===== src/rtl/rv32i_pkg.sv =====
// ----------------------------------------------------------------------------
// rv32i_pkg
// Shared types for the RV32I multi-cycle control slice.
//   ctrl_state_e : sequencer phases, also exported on the debug state port
//   pc_sel_e     : next-PC source select driven alongside pc_we
//   wb_sel_e     : register-file write-back source select
//   trap_cause_e : reason latched on entry to the halted TRAP state
// ----------------------------------------------------------------------------
package rv32i_pkg;

  typedef enum logic [2:0] {
    ST_RESET     = 3'd0,
    ST_FETCH     = 3'd1,
    ST_DECODE    = 3'd2,
    ST_EXECUTE   = 3'd3,
    ST_MEM       = 3'd4,
    ST_WRITEBACK = 3'd5,
    ST_TRAP      = 3'd6
  } ctrl_state_e;

  typedef enum logic [1:0] {
    PC_PLUS4  = 2'b00,
    PC_BRANCH = 2'b01,
    PC_JALR   = 2'b10,
    PC_TRAP   = 2'b11
  } pc_sel_e;

  typedef enum logic [1:0] {
    WB_ALU = 2'b00,
    WB_MDR = 2'b01,
    WB_PC4 = 2'b10
  } wb_sel_e;

  typedef enum logic [1:0] {
    CAUSE_ILLEGAL    = 2'd0,
    CAUSE_FETCH_TO   = 2'd1,
    CAUSE_DATA_TO    = 2'd2
  } trap_cause_e;

  // A limit of zero means "never time out"; the counter still needs at
  // least one bit so the declaration stays legal.
  function automatic int unsigned waitCountWidth(input int unsigned limit);
    return (limit > 0) ? $clog2(limit + 1) : 1;
  endfunction

endpackage


===== src/rtl/rv32i_wait_timer.sv =====
// ----------------------------------------------------------------------------
// rv32i_wait_timer
// Counts cycles spent waiting on a memory response. Shared by the fetch and
// data phases of the sequencer.
//   clk_i      : core clock
//   rst_i      : synchronous active-high reset
//   clear_i    : return the count to zero (wins over enable_i)
//   enable_i   : add one to the count this cycle
//   expired_o  : this is the last wait cycle allowed; without a response now
//                the waiting phase must give up
// ----------------------------------------------------------------------------
module rv32i_wait_timer
  import rv32i_pkg::*;
#(
  parameter int unsigned LIMIT = 255
) (
  input  logic clk_i,
  input  logic rst_i,
  input  logic clear_i,
  input  logic enable_i,
  output logic expired_o
);

  localparam int unsigned W    = waitCountWidth(LIMIT);
  localparam int unsigned LAST = (LIMIT > 0) ? LIMIT - 1 : 0;

  logic [W-1:0] count_q;
  logic [W-1:0] count_d;

  // Clear has priority so a phase that is left on the same cycle it would
  // have counted always starts the next wait from zero.
  always_comb begin
    count_d = count_q;
    if (clear_i) begin
      count_d = '0;
    end else if (enable_i) begin
      count_d = count_q + W'(1);
    end
  end

  // Count register.
  always_ff @(posedge clk_i) begin
    if (rst_i) begin
      count_q <= '0;
    end else begin
      count_q <= count_d;
    end
  end

  // Flag the cycle in which the count will reach LIMIT if no response shows
  // up, so a response arriving in that very cycle can still win.
  assign expired_o = (LIMIT != 0) && (count_q == W'(LAST));

endmodule


===== src/rtl/rv32i_ctrl_fsm.sv =====
// ----------------------------------------------------------------------------
// rv32i_ctrl_fsm
// Multi-cycle sequencer for the RV32I datapath: time-shares one ALU, one
// memory port and one register-file write port across instruction phases.
//   clk, rst                     : core clock, synchronous active-high reset
//   imem_req / imem_rvalid       : fetch handshake
//   dmem_req / dmem_we / dmem_rvalid : data access handshake
//   dec_*                        : decoder control outputs for the current IR
//   branch_taken                 : comparator result, used in EXECUTE
//   ir_we, mdr_we, rf_we, wb_sel : datapath load strobes and write-back select
//   pc_we, pc_sel                : PC update strobe and next-PC select
//   trap, trap_cause             : halted flag and latched cause
//   instret                      : retired-instruction count
//   state_o                      : current phase for debug
// ----------------------------------------------------------------------------
module rv32i_ctrl_fsm
  import rv32i_pkg::*;
#(
  parameter int unsigned TIMEOUT_CYCLES = 255
) (
  input  logic        clk,
  input  logic        rst,
  output logic        imem_req,
  input  logic        imem_rvalid,
  output logic        dmem_req,
  output logic        dmem_we,
  input  logic        dmem_rvalid,
  input  logic        dec_reg_wr_en,
  input  logic        dec_mem_rd,
  input  logic        dec_mem_wr,
  input  logic        dec_branch,
  input  logic        dec_jump,
  input  logic        dec_jalr,
  input  logic        dec_illegal,
  input  logic        branch_taken,
  output logic        ir_we,
  output logic        mdr_we,
  output logic        rf_we,
  output logic [1:0]  wb_sel,
  output logic        pc_we,
  output logic [1:0]  pc_sel,
  output logic        trap,
  output logic [1:0]  trap_cause,
  output logic [31:0] instret,
  output logic [2:0]  state_o
);

  ctrl_state_e state_q;
  ctrl_state_e state_d;
  trap_cause_e cause_q;
  trap_cause_e cause_d;
  logic [31:0] instret_q;
  logic        trapFirst_q;
  logic        retire;
  logic        inWait;
  logic        timerClear;
  logic        timerEnable;
  logic        timerExpired;

  // Next-state and per-cycle strobe decode. Every strobe defaults low; each
  // phase raises only what it owns. Responses are only looked at in the
  // phase that requested them, so stray rvalids elsewhere do nothing.
  always_comb begin
    state_d  = state_q;
    cause_d  = cause_q;
    retire   = 1'b0;
    imem_req = 1'b0;
    ir_we    = 1'b0;
    dmem_req = 1'b0;
    dmem_we  = 1'b0;
    mdr_we   = 1'b0;
    rf_we    = 1'b0;
    wb_sel   = WB_ALU;
    pc_we    = 1'b0;
    pc_sel   = PC_PLUS4;

    case (state_q)
      ST_RESET: begin
        state_d = ST_FETCH;
      end

      ST_FETCH: begin
        imem_req = 1'b1;
        if (imem_rvalid) begin
          ir_we   = 1'b1;
          state_d = ST_DECODE;
        end else if (timerExpired) begin
          state_d = ST_TRAP;
          cause_d = CAUSE_FETCH_TO;
        end
      end

      ST_DECODE: begin
        if (dec_illegal) begin
          state_d = ST_TRAP;
          cause_d = CAUSE_ILLEGAL;
        end else begin
          state_d = ST_EXECUTE;
        end
      end

      ST_EXECUTE: begin
        if (dec_branch) begin
          pc_we   = 1'b1;
          pc_sel  = branch_taken ? PC_BRANCH : PC_PLUS4;
          retire  = 1'b1;
          state_d = ST_FETCH;
        end else if (dec_mem_rd || dec_mem_wr) begin
          state_d = ST_MEM;
        end else begin
          state_d = ST_WRITEBACK;
        end
      end

      ST_MEM: begin
        dmem_req = 1'b1;
        dmem_we  = dec_mem_wr;
        if (dmem_rvalid) begin
          if (dec_mem_wr) begin
            pc_we   = 1'b1;
            pc_sel  = PC_PLUS4;
            retire  = 1'b1;
            state_d = ST_FETCH;
          end else begin
            mdr_we  = 1'b1;
            state_d = ST_WRITEBACK;
          end
        end else if (timerExpired) begin
          state_d = ST_TRAP;
          cause_d = CAUSE_DATA_TO;
        end
      end

      ST_WRITEBACK: begin
        rf_we   = dec_reg_wr_en;
        wb_sel  = dec_jump ? WB_PC4 : (dec_mem_rd ? WB_MDR : WB_ALU);
        pc_we   = 1'b1;
        pc_sel  = dec_jalr ? PC_JALR : (dec_jump ? PC_BRANCH : PC_PLUS4);
        retire  = 1'b1;
        state_d = ST_FETCH;
      end

      ST_TRAP: begin
        if (trapFirst_q) begin
          pc_we  = 1'b1;
          pc_sel = PC_TRAP;
        end
      end

      default: begin
        state_d = ST_RESET;
      end
    endcase

    if (rst) begin
      imem_req = 1'b0;
      ir_we    = 1'b0;
      dmem_req = 1'b0;
      dmem_we  = 1'b0;
      mdr_we   = 1'b0;
      rf_we    = 1'b0;
      pc_we    = 1'b0;
    end
  end

  // The wait timer only runs while a phase is stalled on its own response.
  // Any phase change (including into FETCH or MEM) clears it, so each wait
  // starts from zero.
  assign inWait      = (state_q == ST_FETCH) || (state_q == ST_MEM);
  assign timerClear  = !inWait || (state_d != state_q);
  assign timerEnable = !timerClear;

  rv32i_wait_timer #(
    .LIMIT (TIMEOUT_CYCLES)
  ) u_wait_timer (
    .clk_i     (clk),
    .rst_i     (rst),
    .clear_i   (timerClear),
    .enable_i  (timerEnable),
    .expired_o (timerExpired)
  );

  // State, cause and retire counter. trapFirst_q marks the single cycle in
  // which the PC is steered to the trap vector; after that the core is inert
  // until reset.
  always_ff @(posedge clk) begin
    if (rst) begin
      state_q     <= ST_RESET;
      cause_q     <= CAUSE_ILLEGAL;
      instret_q   <= '0;
      trapFirst_q <= 1'b0;
    end else begin
      state_q     <= state_d;
      cause_q     <= cause_d;
      trapFirst_q <= (state_d == ST_TRAP) && (state_q != ST_TRAP);
      if (retire) begin
        instret_q <= instret_q + 32'd1;
      end
    end
  end

  assign trap       = (state_q == ST_TRAP);
  assign trap_cause = cause_q;
  assign instret    = instret_q;
  assign state_o    = state_q;

endmodule


===== config.mk =====
export PLATFORM = sky130hd
export DESIGN_NAME = rv32i_ctrl_fsm
export DESIGN_NICKNAME = d
export VERILOG_FILES = /design/src/rtl/rv32i_pkg.sv /design/src/rtl/rv32i_wait_timer.sv /design/src/rtl/rv32i_ctrl_fsm.sv
export SDC_FILE = /design/constraint.sdc
export NUM_CORES = 1
export LEC_CHECK = 0
export BUFFER_PORTS_ARGS = -buffer_cell sky130_fd_sc_hd__buf_2
export CAP_MARGIN = 20
export CORE_MARGIN = 3
export CORE_UTILIZATION = 27
export CTS_CLUSTER_SIZE = 8
export DETAILED_ROUTE_END_ITERATION = 6
export GPL_ROUTABILITY_DRIVEN = 1
export RECOVER_POWER = 100
export SYNTH_ARGS = -nofsm -noshare
export SYNTH_HDL_FRONTEND = slang
export SYNTH_SLANG_ARGS = --single-unit
export TNS_END_PERCENT = 10

===== constraint.sdc =====
create_clock -name clk -period 2.9 [get_ports clk]
set_clock_uncertainty 0.2 [all_clocks]
set_input_delay 0.435 -clock clk [delete_from_list [all_inputs] [get_ports clk]]
set_output_delay 0.435 -clock clk [all_outputs]
set_load 0.02 [all_outputs]

; ---- Yosys cells after proc, flatten, opt, wreduce, memory -nomap -nowiden
; Index checks and enable logic that the tools add are counted.
[word_totals]
register_bits = 46
inputBits = 12
wordCells = 77
[op_classes]
n_addsub = 2
eq_ne = 15
muxes = 45
reduce_logical = 10
[op_table]
columns = cell, n
row1 = "32-bit by 1-bit adder with 32-bit output, second input constant", 1
row2 = 1-bit two-way mux, 25
row3 = 2-bit two-way mux, 9
row4 = 3-bit two-way mux, 6
row5 = 3-bit case mux with 6 select lines, 1
row6 = "3-bit equality test, second input constant", 4
row7 = 2-bit case mux with 3 select lines, 2
row8 = "2-bit != test, second input constant", 5
row9 = "8-bit by 1-bit adder with 8-bit output, second input constant", 1
row10 = "8-bit equality test, second input constant", 1
row11 = "3-bit by 2-bit equality test with 1-bit output, second input constant", 2
row12 = 6-bit AND reduction, 1
row13 = 1-bit case mux with 4 select lines, 1
row14 = 2-bit OR reduction, 2
row15 = "3-bit by 1-bit equality test with 1-bit output, second input constant", 1
row16 = 3-bit logical NOT, 1
row17 = 1-bit logical OR, 3
row18 = 3-bit != test, 1
row19 = "3-bit != test, second input constant", 1
row20 = 1-bit case mux with 3 select lines, 1
row21 = 3-bit nonzero test, 1
row22 = 1-bit logical AND, 1
row23 = 1-bit logical NOT, 1

; ---- Longest topological paths before layout
[logic_depth]
ltp_word = 7
mapped_depth = 6

; ---- Hierarchy
; Synthesis repeated with hierarchy kept, for this count alone.
[unflattened]
hier_cells = 293
hier_area_um2 = 2438.6
[modules_own_cells]
columns = mod, n_inst, cells_each, area_each_um2, seq_area_each_um2
row1 = rv32i_ctrl_fsm, 1, 251, 2070.7, 760.7
row2 = rv32i_wait_timer, 1, 42, 367.9, 160.2

; ---- Worst setup path after synthesis
; OpenSTA, ideal clock, no wires.
[synth_path]
kind = reg-to-output
from = reg state_q[0], in the netlist state_o[0]
to = out pc_sel[0]
arrival_time_ps = 1846
required_ps = 2265
path_slack_ps = 419
stages_incl_launch_ff = 5
n_path_buf = 1
path_cell_list = dfxtp_1 clkbuf_1 nand2_1 nor3b_1 a22o_1
[synth_via]
elab_chain_len = 2
elab_cells_between_ends = 4
[synth_lines]
columns = item, line_no
row1 = start: declaration, rv32i_ctrl_fsm.sv:48  ; ctrl_state_e state_q;
row2 = start signal: assignment, rv32i_ctrl_fsm.sv:193  ; state_q <= state_d;
row3 = 3-bit equality test or 3-bit by 2-bit equality test with 1-bit output (tied branches), rv32i_ctrl_fsm.sv:77  ; case (state_q)
row4 = 2-bit case mux with 3 select lines *, rv32i_ctrl_fsm.sv:77
row5 = end: declaration, rv32i_ctrl_fsm.sv:41  ; output logic [1:0] pc_sel,
; Every way passes the cells marked *; elsewhere a longest branch is shown, timed or not.

; ---- Final worst setup path
; Ends and elaborated chain as after synthesis.

==> results_dict.tcl <==
set metrics [dict create \
    status "finished, final reports clean" \
    synth_top_cell_area_share 0.363 \
    cts_root_buf "clkbuf_8" \
    power_leakage_nw 0.961 \
    grt_first_pass_wirelength_um 11000 \
    clock-sinks 46 \
    path_depth 4 \
    setup-tns-final_ns 0 \
    worstPathMaxFanout 16 \
    yosysTopAreaCell "dfxtp_1" \
    final_hold_viol_count 0 \
    drv_slew 0 \
    path_delay_family "flip-flops" \
    dr.pass1.iters 4 \
    core_um2 8930 \
    yosys.cell_count.top_type "dfxtp_1" \
    setup.worst_path.start "state_o[0]" \
    dp_slack_ns 0.514 \
    grt_pass1_vias 2325 \
    worstHoldPathType "input port to flip-flop" \
    rrSetupSlack_ns 0.46 \
    path_cells "nor2b_1 > a32o_1 > a22o_1 > clkbuf_1" \
    period_share 0.877 \
    setup_violations 0 \
    grtUsageTotal 0.127 \
    crit_type "flip-flop to output port" \
    antenna_found_initial 0 \
    ys.flop_type "dfxtp_1" \
    cts_resized 0 \
    r2r-start "instret[0]" \
    clk_pin_slew_ns 0.09 \
    synthTopCellsByCount "dfxtp_1 (46), nor2_1 (22), a21oi_1 (18), nand2_1 (16), nand3_1 (15)" \
    rsz0062_at_grt "false" \
    dp_hpwl_um 4770 \
    grt_overflow_total 0 \
    total_power_mw 1.17 \
    fin_nets 369 \
    vias 2492 \
    relSlewSlack 0.529 \
    cts_tree "yes" \
    yosysUniqueCellTypes 49 \
    worst_path_largest_cell_delay_ns 0.61 \
    postSynth.asyncResetShare 0 \
    clk_latency_ns 0.30 \
    syn_area_per_cell_um2 8.34 \
    drt_wl_total_um 6660 \
    power_frac_clock 0.346 \
    r2r_end "instret[28]" \
    start_kind "flip-flop" \
    post-route-drc-count 0 \
    drive_above_1_share 0.110 \
    switchingPower_uw 299 \
    via_per_inst 5.38 \
    netSwitchingFraction 0.256 \
    crit_buf_inv 1 \
    htreeDepth 2 \
    cts_inserted_buffers 5 \
    synth_area_leaders "dfxtp_1 (36%), o311ai_0 (3.8%), o41ai_1 (3.8%)" \
    num-fill-cells 980 \
    cp.required_ns 2.27 \
    post_drt_wl_per_cell_um 14.4 \
    end_kind "output port" \
    power_frac_seq 0.558 \
    cp-endpoint "pc_sel[0]" \
    grt_max_degree 52 \
    post-cts-setup-buffer-count 0 \
    tightest_slew_ns 0.706 \
    layout_min_cycle_time_ns 2.54 \
    maxCapViolations 0 \
    floorplan.rows 34 \
    cp.arrival_ns 1.91 \
    syn_nets 319 \
    synth_enable_flop_cells 0 \
    ir_drop_mv 0.214 \
    die_w_um 103 \
    die-height_um 103 \
    initial_core_util 0.284 \
    reg2reg_depth 5 \
    p_int_uw 871 \
    postCtsHoldBufs 0 \
    clock_path_buffers 2 \
    synth_seq_area_share 0.363 \
    portBuffers 60 \
    slowest_stage "dfxtp_1" \
    gp_congestion 0.812 \
    area_growth_pct 15.8 \
    ant_nets 0 \
    layout_setup_ws_ns 0.357 \
    syn_inst 304 \
    yosys_warnings 0 \
    diodes 0 \
    combPwrFrac 0.096 \
    ys_ff_latch 46 \
    pwr_density_cell_nw_per_um2 398 \
    fmax_mhz 393 \
    drt_first_iter_violations 102 \
    syn_area_um2 2530 \
    ios 61 \
    fp.dieArea_um2 10600 \
]
## sequential cells by signal, indices dropped and copies added, names as in the netlist
name,flops
instret,32
state_o,3
trapFirst_q,1
trap_cause,2
u_wait_timer.count_q,8
## placed cells by master, fill, tap and decap left out, types with 10 or more instances in the layout
master and instances:
dfxtp_1 46, o41ai_1 11, inv_1 10, nor2_1 22
o311ai_0 12, a21oi_1 19, clkbuf_1 49, nand3_1 15
o21ai_0 11, buf_2 13, or2_2 10, nand2_1 16
nand4_1 10
## stage by stage
| step | hold slack, ns | area, um2 | cells | utilization |
|---|---|---|---|---|
| after floorplan | 0.241 | 2530 | 304 | - |
| after global placement | 0.258 | 2920 | 455 | 0.326 |
| after detailed placement | 0.273 | 2920 | 455 | 0.326 |
| after CTS | 0.290 | 3010 | 463 | 0.337 |
| after global routing | 0.316 | 2940 | 463 | 0.329 |
| final | 0.283 | 2940 | 463 | 0.329 |
## power by group through the flow
| stage | Combinational, mW | Clock, mW | Sequential (mW) |
|---|---|---|---|
| final | 0.113 | 0.405 | 0.652 |
| after global routing | 0.127 | 0.448 | 0.656 |
| after CTS | 0.119 | 0.425 | 0.652 |
| after detailed placement | 0.119 | 0 | 0.667 |
| after global placement | 0.118 | 0 | 0.666 |
| after floorplan | 0.0803 | 0 | 0.666 |
## worst register-to-register path: cells and delay by family, from the launching register on
family | cells | cell delay, ns
adder cells (fa/ha/maj) | 1 | 0.28
AND/OR/NAND/NOR | 3 | 0.97
flip-flops | 1 | 0.50
multiplexers | 1 | 0.38
## worst min-delay path by stage
stage,from,end,slack [ns],cells past startpoint
6_report,rst,instret[2],0.28,2
5_1_grt,rst,instret[3],0.32,2
4_1_cts,rst,instret[2],0.29,2
3_5_place_dp,u_wait_timer.count_q[0],u_wait_timer.count_q[0],0.27,1
3_3_place_gp,u_wait_timer.count_q[0],u_wait_timer.count_q[0],0.26,1
2_1_floorplan,u_wait_timer.count_q[0],u_wait_timer.count_q[0],0.24,1
## cell families (layout without fill, tap and decap cells)
logic type | Yosys count | count (layout) | share of synthesized area
simple gates | 134 | 134 | 0.303
compound gates | 78 | 78 | 0.219
flops | 46 | 46 | 0.363
buf+inv | 30 | 81 | 0.0499
xor+xnor | 7 | 7 | 0.0242
mux | 6 | 6 | 0.0262
fa+ha+maj | 3 | 3 | 0.0148
## per-layer routing
layer  up-vias  track usage  wire length (um)
met5         -            0                 0
met3         2       0.0460               415
met1      1195        0.169              3200
met4         0       0.0149                25
met2        41        0.203              3020
li1       1254            -                 -
## cell type report
| cell class | instances | area, um2 | share of cell area |
|---|---|---|---|
| clock inverter | 1 | 5.00 | 0.00170 |
| multi-input combinational | 228 | 1480 | 0.504 |
| timing repair buffer | 63 | 273 | 0.0929 |
| sequential | 46 | 921 | 0.314 |
| tap | 108 | 135 | 0.0460 |
| clock buffer | 7 | 86.3 | 0.0294 |
| inverter | 10 | 37.5 | 0.0128 |
(Power assumes the default switching activity.)
